--- src/rtl/count_pkg.sv ---
// rtl/count_pkg.sv - shared types and width for the up/down counter and its command sequencer
package count_pkg;

  localparam int unsigned COUNT_WIDTH = 4;

  typedef enum logic [1:0] {
    OP_NOP  = 2'b00,
    OP_LOAD = 2'b01,
    OP_UP   = 2'b10,
    OP_DOWN = 2'b11
  } cmd_op_t;

  typedef enum logic [1:0] {
    ST_IDLE = 2'b00,
    ST_LOAD = 2'b01,
    ST_RUN  = 2'b10,
    ST_FIN  = 2'b11
  } seq_state_t;

endpackage

--- src/rtl/count_cmd_seq.sv ---
// rtl/count_cmd_seq.sv - command sequencer driving load/up/down of the up/down counter
module count_cmd_seq
  import count_pkg::*;
#(
  parameter int unsigned WIDTH = COUNT_WIDTH
) (
  input  logic             clk,
  input  logic             rst,
  input  logic             cmd_valid,
  output logic             cmd_ready,
  input  logic [1:0]       cmd_op,
  input  logic [WIDTH-1:0] cmd_arg,
  input  logic             high,
  input  logic             low,
  output logic             load,
  output logic             up,
  output logic             down,
  output logic [WIDTH-1:0] ld_value,
  output logic             done,
  output logic             sat_err
);

  seq_state_t       state_q, state_d;
  cmd_op_t          op_q, op_d;
  logic [WIDTH-1:0] arg_q, arg_d;
  logic [WIDTH-1:0] rem_q, rem_d;
  logic             at_limit;

  always_ff @(posedge clk or negedge rst) begin
    if (!rst) begin
      state_q <= ST_IDLE;
      op_q    <= OP_NOP;
      arg_q   <= '0;
      rem_q   <= '0;
    end else begin
      state_q <= state_d;
      op_q    <= op_d;
      arg_q   <= arg_d;
      rem_q   <= rem_d;
    end
  end

  always_comb begin
    state_d   = state_q;
    op_d      = op_q;
    arg_d     = arg_q;
    rem_d     = rem_q;
    cmd_ready = 1'b0;
    load      = 1'b0;
    up        = 1'b0;
    down      = 1'b0;
    done      = 1'b0;
    sat_err   = 1'b0;
    // Flags already reflect the previous pulse, so this check is never one step stale.
    at_limit  = ((op_q == OP_UP) && high) || ((op_q == OP_DOWN) && low);

    case (state_q)
      ST_IDLE: begin
        cmd_ready = 1'b1;
        if (cmd_valid) begin
          op_d  = cmd_op_t'(cmd_op);
          arg_d = cmd_arg;
          case (cmd_op_t'(cmd_op))
            OP_NOP:  state_d = ST_FIN;
            OP_LOAD: state_d = ST_LOAD;
            default: begin
              rem_d   = cmd_arg;
              state_d = (cmd_arg == '0) ? ST_FIN : ST_RUN;
            end
          endcase
        end
      end
      ST_LOAD: begin
        load    = 1'b1;
        state_d = ST_FIN;
      end
      ST_RUN: begin
        if (at_limit) begin
          sat_err = 1'b1;
          state_d = ST_FIN;
        end else begin
          up    = (op_q == OP_UP);
          down  = (op_q == OP_DOWN);
          rem_d = rem_q - WIDTH'(1);
          if (rem_q == WIDTH'(1)) state_d = ST_FIN;
        end
      end
      ST_FIN: begin
        done    = 1'b1;
        state_d = ST_IDLE;
      end
      default: state_d = ST_IDLE;
    endcase
  end

  assign ld_value = arg_q;

endmodule

--- config.mk ---
export PLATFORM = sky130hd
export DESIGN_NAME = count_cmd_seq
export DESIGN_NICKNAME = d
export VERILOG_FILES = /design/src/rtl/count_pkg.sv /design/src/rtl/count_cmd_seq.sv
export SDC_FILE = /design/constraint.sdc
export NUM_CORES = 1
export LEC_CHECK = 0
export ABC_AREA = 1
export CORE_MARGIN = 1
export CORE_UTILIZATION = 30
export CTS_CLUSTER_SIZE = 20
export DETAILED_ROUTE_END_ITERATION = 8
export DONT_BUFFER_PORTS = 1
export PLACE_DENSITY_LB_ADDON = 0.05
export SKIP_LAST_GASP = 1
export SYNTH_ARGS = -nofsm -noshare
export SYNTH_HDL_FRONTEND = slang
export SYNTH_SLANG_ARGS = --single-unit
export TNS_END_PERCENT = 100
--- constraint.sdc ---
create_clock -name clk -period 1.45 [get_ports clk]
set_input_delay 0.145 -clock clk [delete_from_list [all_inputs] [get_ports clk]]
set_output_delay 0.145 -clock clk [all_outputs]
set_load 0.01 [all_outputs]
==> flow_summary.yaml <==
route:
  wirelength_mm: 1.95
  post_drt_via_cell_ratio: 4.56
  antenna_left: 0
  drtIter0Drc: 12
  num_vias: 703
  wl_met3_um: 118
  highest_layer: "met4"
  drc: 0
  post_drt_wl_per_cell_um: 12.6
  firstDrtPassIters: 4
  met1_length_um: 912
  met2WireLength_um: 896
place:
  gp_congestion: 0.723
  numPortBuffers: 0
  dp_hpwl_mm: 1.48
logic_synthesis:
  ys_seq_area_frac: 0.376
  synth_fa_ha_area_frac: 0.110
  synth_compound_area_frac: 0.0502
  ys_seq_elements: 12
  synthCells: 106
  postSynth.asyncResetShare: 1.00
  synth.distinct_cells: 18
  synthMuxAreaShare: 0
  synth_top_family_by_area: "simple AND/OR/NAND/NOR gates"
  syn_nets: 124
  synth_edf_count: 0
  ys.flop_type: "dfrtp_1"
  synthesis.area_um2: 798
  synth-xor-area-share: 0
  yosysWarnings: 0
  yosys.area_share.simple: 0.376
  syn_avg_cell_area_um2: 7.53
power_and_ir_drop:
  p_total_w: 0.00221
  peakVddDrop_mv: 0.997
  leakage_nw: 0.550
  powerDensity_nw_per_um2: 2120
timing:
  max_freq_ghz: 0.686
  rsz0062_at_grt: "yes"
  fin_ws_ns: -0.00751
  period_minus_slack_ns: 1.46
  hold_viol: 0
  relSlewSlack: 0.591
  slew_violations: 0
  hold-worst-slack_ns: 0.0191
  fin_skew_ns: 0.000887
  timing.final.crit_share: 1.01
  setup_tns_ns: -0.00751
  final-setup-viol-count: 1
  tightest_slew_ns: 0.612
finish:
  syn2layout_area_growth_pct: 30.3
  drive_above_1_share: 0.290
  num-nets-final: 144
  num_antenna_cells: 0
  fillers: 255
worst_setup_path:
  slowest_stage: "dfrtp_1"
  start_kind: "flip-flop"
  crit_arrival_ns: 1.31
  cpPeakStageDelay_ns: 0.43
  worst-path-max-fanout: 4
  crit_chain: "inv_2, nand3_2, nand2_2, nor4_4, buf_4"
  cp.required_ns: 1.31
  endpoint_kind: "output pin"
  crit_family: "flip-flops"
  critPathKind: "flip-flop to output pin"
  path_buf_inv: 2
die:
  ioPinCount: 21
  core_um2: 2500
  die_h_um: 53.6
  initial_core_util: 0.319
  dieWidth_um: 53.6
  num_rows: 18
  die_area_um2: 2870
grt:
  grt_pass1_wl_mm: 3.00
  grt_pass1_vias: 642
  antenna_found_initial: 0
  grt_overflow_total: 0
  grt_use_total: 0.155
  grt_max_degree: 13
run:
  cap_viol_max_count: 0
clock_tree:
  cts_tree: "built"
  cts_buffer_depth: 2
  worstSkewPairLatency_ns: 0.27
  cts_buffers: 3
  cts_root_buffer: "clkbuf_4"
  clk_pin_slew_ns: 0.08
  ctsHtreeMaxLevel: 1
  cts_sinks: 12
outcome:
  status: "finished, violations left"
  violations: "negative setup slack"
hold_path:
  hp-class: "input pin to flip-flop"
[Yosys cell counts, types with 2 or more instances]
| library cell | number | area share |
|---|---|---|
| o21ai_0 | 7 | 0.044 |
| nor2_1 | 3 | 0.014 |
| nor4_1 | 2 | 0.016 |
| nand3_2 | 2 | 0.025 |
| inv_2 | 2 | 0.0094 |
| nand2_4 | 4 | 0.056 |
| dfrtp_1 | 12 | 0.38 |
| nand2_1 | 40 | 0.19 |
| inv_1 | 13 | 0.061 |
| nand2_2 | 2 | 0.016 |
| nand3_1 | 6 | 0.038 |
| ha_1 | 7 | 0.11 |
[per-layer routing]
layer	up-vias	GRT usage
met5	-	0
met1	310	0.230
li1	371	-
met3	2	0.0282
met4	0	0.0658
met2	20	0.217
[through the flow]
stage | area (um^2) | instances | setup WS [ns] | util
2_1_floorplan | 798 | 106 | 0.0135 | -
3_3_place_gp | 881 | 142 | 0.0645 | 0.352
3_5_place_dp | 881 | 142 | 0.0690 | 0.352
4_1_cts | 972 | 150 | -0.0421 | 0.389
5_1_grt | 1040 | 154 | -0.0866 | 0.416
6_report | 1040 | 154 | -0.00751 | 0.416
[flip-flops by register name (all words and copies together) (netlist names)]
register and cells:
ld_value 4, op_q 2, rem_q 4, state_q 2
[logic make-up (layout without fill, tap and decap cells)]
kind of cell,after synthesis,count (layout)
AND/OR/NAND/NOR,62,62
buffers and inverters,17,35
flip-flops,12,12
AO/OA/AOI/OAI,8,8
adder cells (fa/ha/maj),7,7
[power by group]
group          internal [W]  switching [W]  total (W)
clock network     0.0000959       0.000115   0.000211
logic              0.000569       0.000755    0.00132
registers          0.000506       0.000169   0.000675
total               0.00117        0.00104    0.00221
[cell usage in the layout, fill, tap and decap left out, drive strengths merged]
cell	netlist	final
buf	1	12
clkbuf	0	3
dfrtp	12	12
dlygate4sd3	0	4
ha	7	7
inv	16	16
nand2	46	46
nand3	8	8
nand4	1	1
nor2	3	3
nor4	2	2
o21ai	8	8
or2	2	2
[final timing paths]
kind,end,slack (ns),cells past startpoint,startpoint
worst min register to register,rem_q[3],0.52,2,rem_q[3]
worst max-delay path,down,-0.008,5,op_q[0]
min in group asynchronous,op_q[1],0.32,1,rst
worst max register to register,rem_q[3],0.14,8,state_q[1]
max in group asynchronous,state_q[1],0.70,1,rst
worst min-delay path,op_q[1],0.02,2,cmd_op[1]
[final cells by class]
cell class | instances | area [um^2] | share of cell area
inverters | 16 | 65.1 | 0.0626
clock buffers | 3 | 22.5 | 0.0217
flip-flops and latches | 12 | 302 | 0.290
well taps | 30 | 37.5 | 0.0361
multi-input cells | 77 | 483 | 0.464
repair buffers | 16 | 130 | 0.125
[repair_timing]
item,CTS,global route
hold buffers,4,0
resized for setup,6,8
pin swaps,1,3
buffers inserted,1,4
hold endpoints to repair,15,0
endpoints found under the setup margin,3,10
Power figures use the tool's default switching activity.
